$ cat config.mk
export PLATFORM = sky130hd
export DESIGN_NAME = pipe_stall_ctrl
export DESIGN_NICKNAME = d
export VERILOG_FILES = /design/src/rtl/pipe_stall_ctrl_pkg.sv /design/src/rtl/pipe_stall_ctrl_mdu_seq.sv /design/src/rtl/pipe_stall_ctrl.sv
export SDC_FILE = /design/constraint.sdc
export NUM_CORES = 1
export LEC_CHECK = 0
export BUFFER_PORTS_ARGS = -buffer_cell sky130_fd_sc_hd__buf_2
export CAP_MARGIN = 30
export CORE_MARGIN = 2
export CORE_UTILIZATION = 48
export CTS_BUF_LIST = sky130_fd_sc_hd__clkbuf_16
export DETAILED_ROUTE_END_ITERATION = 10
export PLACE_DENSITY = 0.69
export SLEW_MARGIN = 30
export SYNTH_ARGS = -nofsm -noshare
export SYNTH_HDL_FRONTEND = slang
export SYNTH_SLANG_ARGS = --single-unit
$ cat constraint.sdc
create_clock -name clk -period 5 [get_ports clk]
set_clock_uncertainty 0.15 [all_clocks]
set_input_delay 0 -clock clk [delete_from_list [all_inputs] [get_ports clk]]
set_output_delay 0 -clock clk [all_outputs]
set_load 0.02 [all_outputs]
$ cat src/rtl/pipe_stall_ctrl_pkg.sv
// pipe_stall_ctrl_pkg: stall-bus type, per-source stall vectors and MDU state encodings.
package pipe_stall_ctrl_pkg;
  typedef logic [5:0] stall_bus_t;
  localparam logic STOP = 1'b1;
  localparam logic NO_STOP = 1'b0;
  localparam stall_bus_t STALL_ID_VEC = 6'b000111;
  localparam stall_bus_t STALL_MDU_VEC = 6'b001111;
  localparam stall_bus_t STALL_MEM_VEC = 6'b011111;
  typedef enum logic [1:0] {
    MDU_IDLE = 2'd0,
    MDU_BUSY = 2'd1,
    MDU_DONE = 2'd2
  } mdu_state_t;
endpackage

$ cat src/rtl/pipe_stall_ctrl_mdu_seq.sv
// mdu_seq: sequences the fixed-latency MDU and holds DONE until EX is released.
module mdu_seq
  import pipe_stall_ctrl_pkg::*;
#(
  parameter int MDU_LAT = 33
) (
  input  logic clk,
  input  logic rst,
  input  logic mdu_start,
  input  logic ex_stall,
  output logic mdu_busy,
  output logic mdu_done
);
  mdu_state_t state, state_nx;
  logic [7:0] cnt;
  always_ff @(posedge clk) begin
    if (rst) begin
      state <= MDU_IDLE;
      cnt   <= '0;
    end else begin
      state <= state_nx;
      cnt   <= (state == MDU_IDLE && mdu_start) ? 8'(MDU_LAT - 2) :
               (state == MDU_BUSY && cnt != '0) ? cnt - 8'd1 : cnt;
    end
  end
  // DONE holds while EX is frozen by a MEM wait so the result is not lost
  always_comb begin
    state_nx = state;
    state_nx = (state == MDU_IDLE) ? (mdu_start ? MDU_BUSY : MDU_IDLE) :
               (state == MDU_BUSY) ? (cnt == '0 ? MDU_DONE : MDU_BUSY) :
               (ex_stall == STOP) ? MDU_DONE : MDU_IDLE;
  end
  assign mdu_busy = ~rst & ((state == MDU_BUSY) | (state == MDU_IDLE & mdu_start));
  assign mdu_done = ~rst & (state == MDU_DONE);
endmodule

$ cat src/rtl/pipe_stall_ctrl.sv
// pipe_stall_ctrl: merges ID/MDU/MEM stall requests, sequences the MDU, watches MEM waits.
// Define STALL_PERF_EN to add per-source stall-cycle counters.
module pipe_stall_ctrl
  import pipe_stall_ctrl_pkg::*;
#(
  parameter int MDU_LAT     = 33,
  parameter int MEM_TIMEOUT = 1024
) (
  input  logic        clk,
  input  logic        rst,
  input  logic        stallreq_id,
  input  logic        stallreq_for_load,
  input  logic        mdu_start,
  input  logic        mem_req,
  input  logic        mem_ready,
  output stall_bus_t  stall,
  output logic        mdu_busy,
  output logic        mdu_done,
  output logic        mem_timeout
`ifdef STALL_PERF_EN
  ,
  output logic [31:0] perf_id_cyc,
  output logic [31:0] perf_mdu_cyc,
  output logic [31:0] perf_mem_cyc
`endif
);
  localparam int WW = $clog2(MEM_TIMEOUT + 1);
  localparam logic [WW-1:0] WLIM = WW'(MEM_TIMEOUT - 1);
  logic id_req, mem_wait;
  logic [WW-1:0] wcnt;
  assign id_req   = stallreq_id | stallreq_for_load;
  assign mem_wait = mem_req & ~mem_ready;
  // vectors nest, so the OR is the deepest requested stall
  assign stall = rst ? {6{NO_STOP}} :
                 (id_req ? STALL_ID_VEC : '0) |
                 (mdu_busy ? STALL_MDU_VEC : '0) |
                 (mem_wait ? STALL_MEM_VEC : '0);
  mdu_seq #(.MDU_LAT(MDU_LAT)) u_mdu (
    .clk      (clk),
    .rst      (rst),
    .mdu_start(mdu_start),
    .ex_stall (stall[3]),
    .mdu_busy (mdu_busy),
    .mdu_done (mdu_done)
  );
  always_ff @(posedge clk) begin
    if (rst) begin
      wcnt        <= '0;
      mem_timeout <= 1'b0;
    end else begin
      wcnt        <= mem_wait ? (wcnt == WLIM ? wcnt : wcnt + 1'b1) : '0;
      mem_timeout <= mem_timeout | (mem_wait & wcnt == WLIM);
    end
  end
`ifdef STALL_PERF_EN
  always_ff @(posedge clk) begin
    if (rst) begin
      perf_id_cyc  <= '0;
      perf_mdu_cyc <= '0;
      perf_mem_cyc <= '0;
    end else begin
      perf_id_cyc  <= perf_id_cyc + 32'(id_req);
      perf_mdu_cyc <= perf_mdu_cyc + 32'(mdu_busy);
      perf_mem_cyc <= perf_mem_cyc + 32'(mem_wait);
    end
  end
`endif
endmodule

==> results of run 1 <==
[registers in the layout, summed over array words and instances (netlist names)]
| signal | flops |
|---|---|
| u_mdu.state | 2 |
| u_mdu.cnt | 8 |
| mem_timeout | 1 |
| wcnt | 11 |
[critical path, delay by kind of cell, from the launching register on]
family | cells | cell delay [ns]
DFF | 1 | 0.33
adders and majority gates | 1 | 0.15
and+or+nand+nor | 1 | 0.42
buffers and inverters | 2 | 0.63
xor gates and xnor gates | 1 | 0.19
AOI/OAI and AO/OA | 2 | 0.25
[worst paths after layout]
check / to / from
worst max-delay path: u_mdu.cnt[0] / u_mdu.cnt[0]
worst min-delay path: wcnt[1] / mem_req
worst max register to register: u_mdu.cnt[0] / u_mdu.cnt[0]
worst min register to register: wcnt[10] / wcnt[10]
[cells in the final DEF, fill, tap and decap left out, drive strengths merged, types with 2 or more instances in the layout]
cell,netlist,layout
dfxtp,22,22
buf,6,14
nor2,13,13
a21oi,12,12
nand2,8,8
nor3,7,7
inv,6,6
a31oi,4,4
xnor2,4,4
xor2,4,4
nand4,4,4
a211oi,4,4
nand3,3,3
ha,3,3
clkbuf,2,3
dlygate4sd3,0,3
or3,2,2
o21ai,2,2
nor3b,2,2
and3,2,2
or4,2,2
and4,2,2
[stage by stage]
step / total power [mW] / utilization (%) / instance area (um^2)
global route: 0.4558 / 57.41 / 1270
finish: 0.4335 / 57.41 / 1270
global placement: 0.2708 / 52.66 / 1165
detailed placement: 0.2715 / 52.66 / 1165
CTS: 0.4363 / 57.41 / 1270
floorplan: 0.2577 / - / 1114
[power groups by stage]
stage / logic [mW] / registers (mW) / clock network, mW
floorplan: 0.0597 / 0.198 / 0
global placement: 0.0700 / 0.201 / 0
detailed placement: 0.0707 / 0.201 / 0
CTS: 0.0745 / 0.197 / 0.165
global route: 0.0848 / 0.199 / 0.172
finish: 0.0745 / 0.197 / 0.162
[routing by layer]
layer / part of all wire [%] / vias to the layer above
li1: - / 484
met1: 51 / 417
met2: 44 / 22
met3: 4.3 / 2
met4: 0.76 / 0
met5: 0 / -
[area by class of cell]
type                    instances  area, um^2
clock buffers                   3       75.07
fillers                       213       942.2
inverters                       6       22.52
multi-input cells              93       596.8
flip-flops and latches         22       440.4
well taps                      28       35.03
repair buffers                 17       100.1
[synthesized netlist by cell type, drive strengths merged, types with 2 or more instances]
master,instances
nand2,8
nor3,7
dfxtp,22
or3,2
nor2,13
a21oi,12
and3,2
xor2,4
inv,6
xnor2,4
a211oi,4
and4,2
nand3,3
a31oi,4
or4,2
o21ai,2
buf,6
ha,3
clkbuf,2
nand4,4
nor3b,2
[logic make-up (layout without fill, tap and decap cells)]
kind of cell / count (synthesis) / after routing
DFF: 22 / 22
buffers and inverters: 14 / 26
other: 1 / 1
adders and majority gates: 3 / 3
xor gates and xnor gates: 8 / 8
and+or+nand+nor: 52 / 52
muxes: 1 / 1
AOI/OAI and AO/OA: 28 / 28
[timing repair]
action                                  CTS  global route
gates resized for setup                   0             0
endpoints found under the hold margin     7             0
endpoints found under the setup margin    0             0
hold buffers                              3             0
==> impl_results.md, run 1 <==
* GRT Overall Usage at 17.89%
* Die Wd at 52.17 um
* Endpoints failing setup at 0
* Post-CTS Setup Inserts at 0
* FFs w/ async S/R, synth at 0%
* Gr ovfl total at 0
* Top cell type's share of synthesized area at 39.55%
* Max incr delay on CP at 0.55 ns
* Setup WS pre-CTS at 3.182 ns
* Hold Path Class: primary input to flip-flop
* Post-Synthesis Cells at 129
* Pleak at 0.5303 nW
* Die Area at 0.002721 mm^2
* Clk buf depth at 2
* P_int at 0.3239 mW
* TritonRoute pass-1 iters at 4
* GRT met2 Usage at 27.64%
* Reg2Reg Setup Slack at 2.77 ns
* Final hold viol count at 0
* Vias at 925
* Worst reg2reg path depth at 7
* Sequential Power Share at 45.4%
* Sequential cell area fraction in the yosys report at 39.55%
* Compound-Gate Fraction of Synth Area at 16.40%
* # rows at 17
* CP arrival at 2.22 ns
* Worst setup SP type: flip-flop
* Mux contribution to synthesized area at 0.8989%
* PwrDens at 341.3 mW/mm^2
* WL final at 2101 um
* Post-route ant nets at 0
* Critical Path RT at 4.98 ns
* Status: finished, final reports clean
* CTS sink count at 22
* Grt met3 use at 3.161%
* Final HPWL DP at 1496 um
* Post-Synth Simple-Gate Area at 26.29%
* Clock transition at path regs at 0.06 ns
* # diodes at 0
* DRC Markers at 0
* P_sw at 0.1096 mW
* Cell accounting for the most synthesized area: dfxtp_1
* Highest Clock Rate at 0.4481 GHz
* Critical Path End Type: flip-flop
* Met1 Use GR at 24.86%
* Synth Cell Area at 0.001114 mm^2
* Largest family of logic cells by synthesized area: simple AND/OR/NAND/NOR gates
* Starting Density at 50.34%
* Crit Path Max Fanout at 5
* Slowest stage cell, crit path: dlygate4sd3_1
* CP Class: flip-flop to flip-flop
* Yosys warning count at 0
* IO Pins at 16
* Maximum vdd drop at 0.0002417 V
* Inserted Clock Buffers at 3
* First-pass GRT wire length at 3622 um
* Yosys cell types at 42
* Hold path depth at 3
* Avg Cell Area, Syn at 8.632 um^2
* Number of synthesized flops with an enable pin at 0
* Die H at 52.17 um
* Worst-skew pair later-pin latency at 0.25 ns
* Yosys reg bits at 22
* Post-Syn Nets at 139
* Initial drt markers at 19
* Number of global-route vias before repair at 831
* Switching share of power at 25.29%
* Placed instance count at 163
* Prevailing post-synth register cell: dfxtp_1
* Buffers on Ports at 14
* H-Tree Depth at 1
* Total Neg Setup Slack at 0 ns
* CTS Root Cell: clkbuf_16
* Post-Layout Cell Count at 169
* Tightest hold margin at 0.1289 ns
* Vias per Instance at 5.473
* Crit share post-route at 44.64%
* Avg WL per Cell at 12.43 um
* Share of layout cells above drive strength 1 at 18.44%
* CP Cell Sequence: inv_1 > ha_1 > nor3b_1 > a21boi_2 > xnor2_1 > a21oi_1 > dlygate4sd3_1
* Busiest grt layer: met2
* Min Tclk post-route at 2.232 ns
* Combinational share of power at 17.2%
* Area contributors post-synth: dfxtp_1 (40%), a21oi_1 (5.4%), nor2_1 (4.4%)
* Area grow syn2layout at 14.05%
* Largest net degree at the start of global routing at 14
* Final slew viol count at 0
* TritonCTS clock tree: done
* Synth Area in Adders at 3.371%
* Post-Synth XOR/XNOR Area at 6.292%
* RSZ-0062 raised after global routing: no
* Clock share of power at 37.4%
* Routability cong. at 0.8116
* Final worst slack at 2.768 ns
* Core footprint at 0.002212 mm^2
* Nets at 153
* Initial antenna violation count at 0
* Max Cap Viol at 0
No activity file was read; power rests on OpenSTA's default activity.
==> run 2: changes to the inputs <==
clock period = 2.2 ns   (was 5 ns; I/O delays follow)
==> run 2 against run 1 <==
Against the previous run:
- die area did not move
- non-clock buffer count did not move
- core utilization rose by 0.057 points
- combinational power rose by 120%
- sequential share of layout area barely moved
- hold slack got worse by 0.12 ns
- setup slack got worse by 2.5 ns
- final area barely moved
- first-iteration DRC count fell by 79%
- critical path type unchanged
- largest cell class unchanged
- largest power group unchanged
==> impl_results.md, run 2 (synthesis gave the netlist of run 1 again) <==
* CP Buf/Inv Count at 0 (was 2)
* Share of layout cells above drive strength 1 at 19.01% (was 18.44%)
* # rows at 17 (unchanged)
* Area grow syn2layout at 14.16% (was 14.05%)
* Critical Path End Type: flip-flop (unchanged)
* Clock transition at path regs at 0.06 ns (about the same)
* Critical Path RT at 2.25 ns (was 4.98 ns)
* Clock share of power at 38.6% (was 37.4%)
* WL final at 2208 um (was 2101 um)
* H-Tree Depth at 1 (unchanged)
* Worst r2r src: wcnt[0] (was u_mdu.cnt[0])
* P_int at 0.7358 mW (was 0.3239 mW)
* Final Util at 57.47% (was 57.41%)
* Final slew viol count at 0 (unchanged)
* Worst reg2reg path depth at 5 (was 7)
* Hold path depth at 4 (was 3)
* Sequential Power Share at 44.8% (was 45.4%)
* Commonest non-fill, non-tap cell in the layout: dfxtp_1 (unchanged)
* Most flop-heavy register: wcnt (unchanged)
* Actual slew at the worst max-slew pin at 0.5383 ns
* Number of global-route vias before repair at 827 (was 831)
* Reg2Reg Setup Slack at 0.31 ns (was 2.77 ns)
* Initial antenna violation count at 0 (unchanged)
* Total Neg Setup Slack at 0 ns (unchanged)
* CP Cell Sequence: ha_1 > nand4_1 > or4_4 > a31oi_1 > a41o_1 (was inv_1 > ha_1 > nor3b_1 > a21boi_2 > xnor2_1 > a21oi_1 > dlygate4sd3_1)
* GRT Overall Usage at 17.93% (was 17.89%)
* Min Tclk post-route at 1.894 ns (was 2.232 ns)
* Reg2reg end: wcnt[5] (was u_mdu.cnt[0])
* Sequential Area at 440.4 um^2 (unchanged)
* Max incr delay on CP at 0.55 ns (about the same)
* Worst setup SP type: flip-flop (unchanged)
* Endpoints failing setup at 0 (unchanged)
* CTS sink count at 22 (unchanged)
* Total power at 1.003 mW (was 0.4335 mW)
* Top Registers: wcnt: 11 flops, u_mdu.cnt: 8 flops, u_mdu.state: 2 flops (unchanged)
* Commonest non-fill, non-tap cells in the layout: dfxtp_1 (22), buf_2 (14), nor2_1 (13) (unchanged)
* Hold EP: wcnt[3] (was wcnt[1])
* Die H at 52.17 um (unchanged)
* Switching share of power at 26.61% (was 25.29%)
* Nets at 153 (unchanged)
* Vias at 924 (was 925)
* Combinational share of power at 16.7% (was 17.2%)
* PwrDens at 788.7 mW/mm^2 (was 341.3 mW/mm^2)
* Final HPWL DP at 1543 um (was 1496 um)
* CP arrival at 1.95 ns (was 2.22 ns)
* Gr ovfl total at 0 (unchanged)
* Hold Path Class: primary input to flip-flop (unchanged)
* Avg WL per Cell at 12.99 um (was 12.43 um)
* Starting Density at 50.34% (unchanged)
* Die Wd at 52.17 um (unchanged)
* Maximum vdd drop at 0.0006163 V (was 0.0002417 V)
* CP delay by family, top: simple AND/OR/NAND/NOR gates (was buffers and inverters)
* Max reg flops at 11 (unchanged)
* CTS Root Cell: clkbuf_16 (unchanged)
* Crit Path Max Fanout at 12 (was 5)
* Crit share post-route at 86.09% (was 44.64%)
* # diodes at 0 (unchanged)
* Clk buf depth at 2 (unchanged)
* CP Class: flip-flop to flip-flop (unchanged)
* Core footprint at 0.002212 mm^2 (unchanged)
* TritonCTS clock tree: done (unchanged)
* IO Pins at 16 (unchanged)
* Die Area at 0.002721 mm^2 (unchanged)
* Worst rel slew slack at 64.03%
* RSZ-0062 raised after global routing: no (unchanged)
* TritonRoute pass-1 iters at 4 (unchanged)
* Final hold viol count at 0 (unchanged)
* Worst-skew pair later-pin latency at 0.26 ns (was 0.25 ns)
* P_sw at 0.2668 mW (was 0.1096 mW)
* Fillers at 220 (was 213)
* Vias per Instance at 5.435 (was 5.473)
* Max Cap Viol at 0 (unchanged)
* Footprint of the multi-input gates at 596.8 um^2 (unchanged)
* First-pass GRT wire length at 3622 um (unchanged)
* Buffers on Ports at 14 (unchanged)
* Inserted Clock Buffers at 3 (unchanged)
* Post-CTS Setup Inserts at 0 (unchanged)
* Slowest stage cell, crit path: or4_4 (was dlygate4sd3_1)
* Routability cong. at 0.7856 (was 0.8116)
* Status: finished, final reports clean (unchanged)
* Worst path depth at 5 (was 7)
* DRC Markers at 0 (unchanged)
* HP Start: mem_req (unchanged)
* Initial drt markers at 4 (was 19)
* Highest Clock Rate at 0.5280 GHz (was 0.4481 GHz)
* Largest net degree at the start of global routing at 14 (unchanged)
* Post-route ant nets at 0 (unchanged)
* Pleak at 0.5308 nW (was 0.5303 nW)
==> run 2: cell types whose count changed in the layout (fill, tap and decap cells not counted), sizes merged <==
cell | before | now
buf | 14 | 15
clkinv | 0 | 1
dlygate4sd3 | 3 | 2
==> run 2: cell type report <==
class | instances | area share [%]
Multi-Input combinational cell | 93 | 46.95
Sequential cell | 22 | 34.65
Tap cell | 28 | 2.756
Timing Repair Buffer | 17 | 7.677
Clock inverter | 1 | 0.2953
Clock buffer | 3 | 5.906
Inverter | 6 | 1.772
==> run 2: timing repair <==
action                                  CTS  global route
hold buffers                              2             0
resized for setup                         0             0
endpoints found under the hold margin     7             0
endpoints found under the setup margin    0             0
==> run 2: routing by layer <==
metal  global-route usage [%]  up-vias  share of wire, %
met3                    2.011        2               3.1
li1                         -      487                 -
met2                    27.22       15                43
met1                    25.68      420                52
met5                        0        -                 0
met4                    7.692        0               1.5
==> run 2: metrics by stage <==
stage	cell area (um^2)	worst slack [ns]	hold WS, ns	instances
floorplan	1114	0.4704	0.05150	129
global placement	1172	0.4135	0.1676	164
detailed placement	1172	0.3616	0.1771	164
CTS	1271	0.3197	0.009317	170
global route	1271	0.1392	0.05202	170
finish	1271	0.3060	0.01254	170
==> run 2: how the worst max path moves through the flow <==
stage                             from      endpoint
after global placement    u_mdu.cnt[0]  u_mdu.cnt[5]
after floorplan                wcnt[0]       wcnt[5]
final                          wcnt[0]       wcnt[5]
after detailed placement  u_mdu.cnt[0]  u_mdu.cnt[7]
after CTS                      wcnt[0]       wcnt[5]
after global routing      u_mdu.cnt[0]  u_mdu.cnt[3]
==> run 2: worst reg2reg max path: cells and delay by family, from the launching register on <==
kind / cells / cell delay (ns)
compound gates: 2 / 0.39
flops: 1 / 0.38
simple gates: 2 / 0.70
fa+ha+maj: 1 / 0.22
==> run 2: power groups by stage <==
stage	Combinational, mW	Sequential (mW)	Clock [mW]
after floorplan	0.136	0.450	0
after global placement	0.160	0.456	0
after detailed placement	0.163	0.457	0
after CTS	0.167	0.448	0.393
after global routing	0.190	0.453	0.406
final	0.167	0.449	0.387
==> run 3: changes to the inputs <==
clock period = 1.9 ns   (was 2.2 ns; I/O delays follow)
==> run 3 against run 2 <==
Against the previous run:
- clock power rose by 15%
- wire length about the same
- sequential power grew 16%
- non-clock buffer count increased by 1
- final cell count grew 0.59%
- power grew 17%
- first-iteration DRC count grew to 5.8 times the previous value
- die area did not move
- combinational power grew 21%
- setup slack got worse by 0.22 ns
- critical path depth stayed put
- largest cell class unchanged
==> impl_results.md, run 3 (synthesis gave the netlist of run 1 again) <==
* PwrDens at 900.0 mW/mm^2 (was 788.7 mW/mm^2)
* Crit share post-route at 95.70% (was 86.09%)
* Total power at 1.170 mW (was 1.003 mW)
* CP Class: flip-flop to flip-flop (unchanged)
* Number of global-route vias before repair at 823 (was 827)
* Routability cong. at 0.8078 (was 0.7856)
* Core footprint at 0.002212 mm^2 (unchanged)
* Final Util at 58.77% (was 57.47%)
* Busiest grt layer: met1 (was met2)
* Crit Path Max Fanout at 12 (unchanged)
* Max incr delay on CP at 0.56 ns (was 0.55 ns)
* Reg2Reg Setup Slack at 0.08 ns (was 0.31 ns)
* Initial antenna violation count at 0 (unchanged)
* Max Cap Viol at 0 (unchanged)
* CP arrival at 1.87 ns (was 1.95 ns)
* Gr ovfl total at 0 (unchanged)
* Starting Density at 50.34% (unchanged)
* CTS sink count at 22 (unchanged)
* H-Tree Depth at 1 (unchanged)
* CTS Root Cell: clkbuf_16 (unchanged)
* DRC Markers at 0 (unchanged)
* Clk buf depth at 2 (unchanged)
* Final slew viol count at 0 (unchanged)
* Worst r2r src: wcnt[1] (was wcnt[0])
* Critical Path RT at 1.95 ns (was 2.25 ns)
* Endpoints failing setup at 0 (unchanged)
* # rows at 17 (unchanged)
* Die Wd at 52.17 um (unchanged)
* Worst setup SP type: flip-flop (unchanged)
* Hold Path Class: primary input to flip-flop (unchanged)
* Final hold viol count at 0 (unchanged)
* GRT met2 Usage at 24.68% (was 27.22%)
* Reg2reg end: wcnt[5] (unchanged)
* CP delay by family, top: simple AND/OR/NAND/NOR gates (unchanged)
* Largest net degree at the start of global routing at 13 (was 14)
* Initial drt markers at 23 (was 4)
* Most flop-heavy register: wcnt (unchanged)
* GRT Overall Usage at 17.65% (was 17.93%)
* Slowest stage cell, crit path: or4_4 (unchanged)
* Critical Path End Type: flip-flop (unchanged)
* Worst path depth at 5 (unchanged)
* Area grow syn2layout at 16.74% (was 14.16%)
* Grt met3 use at 3.736% (was 2.011%)
* Setup crit end: wcnt[5] (unchanged)
* Commonest non-fill, non-tap cells in the layout: dfxtp_1 (20), buf_2 (14), nor2_1 (13) (was dfxtp_1 (22), buf_2 (14), nor2_1 (13))
* Crit. Startpoint: wcnt[1] (was wcnt[0])
* Nets at 154 (was 153)
* Hold path depth at 3 (was 4)
* First-pass GRT wire length at 3594 um (was 3622 um)
* Die Area at 0.002721 mm^2 (unchanged)
* Top Registers: wcnt: 11 flops, u_mdu.cnt: 8 flops, u_mdu.state: 2 flops (unchanged)
* Worst-skew pair later-pin latency at 0.25 ns (was 0.26 ns)
* # diodes at 0 (unchanged)
* Vias per Instance at 5.573 (was 5.435)
* Vias at 953 (was 924)
* Clock transition at path regs at 0.06 ns (about the same)
* Final HPWL DP at 1533 um (was 1543 um)
* TritonCTS clock tree: done (unchanged)
* Max reg flops at 11 (unchanged)
* Commonest non-fill, non-tap cell in the layout: dfxtp_1 (unchanged)
* Inserted Clock Buffers at 3 (unchanged)
* CP Buf/Inv Count at 0 (unchanged)
* Worst reg2reg path depth at 5 (unchanged)
* Status: finished, final reports clean (unchanged)
* Highest Clock Rate at 0.5499 GHz (was 0.5280 GHz)
* Share of layout cells above drive strength 1 at 23.08% (was 19.01%)
* Avg WL per Cell at 12.91 um (was 12.99 um)
* Post-route ant nets at 0 (unchanged)
* Pleak at 0.5490 nW (was 0.5308 nW)
* Met1 Use GR at 25.54% (was 25.68%)
* TritonRoute pass-1 iters at 4 (unchanged)
* Min Tclk post-route at 1.818 ns (was 1.894 ns)
* IO Pins at 16 (unchanged)
* Buffers on Ports at 14 (unchanged)
* Die H at 52.17 um (unchanged)
* Fillers at 212 (was 220)
* WL final at 2207 um (was 2208 um)
* Maximum vdd drop at 0.0006832 V (was 0.0006163 V)
* CP Cell Sequence: ha_1 > nand4_1 > or4_4 > a31oi_1 > a41o_1 (unchanged)
==> run 3: how the worst min path moves through the flow <==
stage,to,startpoint
final,wcnt[9],mem_req
after global routing,wcnt[9],mem_req
after floorplan,u_mdu.state[0],rst
after CTS,wcnt[9],mem_req
after detailed placement,u_mdu.cnt[4],rst
after global placement,u_mdu.cnt[4],rst
==> run 3: report_power, final <==
group	internal (mW)	total [mW]	switching [mW]
registers	0.488	0.521	0.0330
clock network	0.281	0.446	0.166
logic	0.0886	0.202	0.114
==> run 3: cell type report <==
type                            count  area [um^2]  share of cell area (%)
Inverter                            6        22.52                   1.732
Tap cell                           28        35.03                   2.695
Clock inverter                      1        3.754                  0.2887
Clock buffer                        3        75.07                   5.775
Multi-Input combinational cell     93        615.6                   47.35
Timing Repair Buffer               18        105.1                   8.085
Sequential cell                    22        442.9                   34.07
==> run 3: through the flow <==
stage          instance area [um^2]  cells   TNS, ns  setup WS [ns]  hold WS [ns]
3_3_place_gp                   1180    165         0         0.1236        0.1598
5_1_grt                        1300    171  -0.01385       -0.01385       0.04185
2_1_floorplan                  1114    129         0         0.1704       0.05150
4_1_cts                        1279    171         0        0.06279       0.01327
3_5_place_dp                   1180    165         0        0.07007        0.1723
6_report                       1300    171         0        0.08163       0.01549
==> run 3: what timing repair did <==
item                                    4_1_cts  5_1_grt
hold buffers                                  2        0
endpoints found under the setup margin        0        5
buffers inserted                              0        0
hold endpoints to repair                      7        0
gates resized for setup                       0        5
==> run 3: tightest hold or removal path, stage by stage <==
cell	delay, ns
buf_2	0.10
nand2_1	0.19
a21oi_1	0.07
==> run 3: metal layers <==
layer | up-vias | routed length (um)
met3 | 4 | 103
met2 | 24 | 935
met4 | 0 | 23
met1 | 439 | 1144
li1 | 486 | -
met5 | - | 0
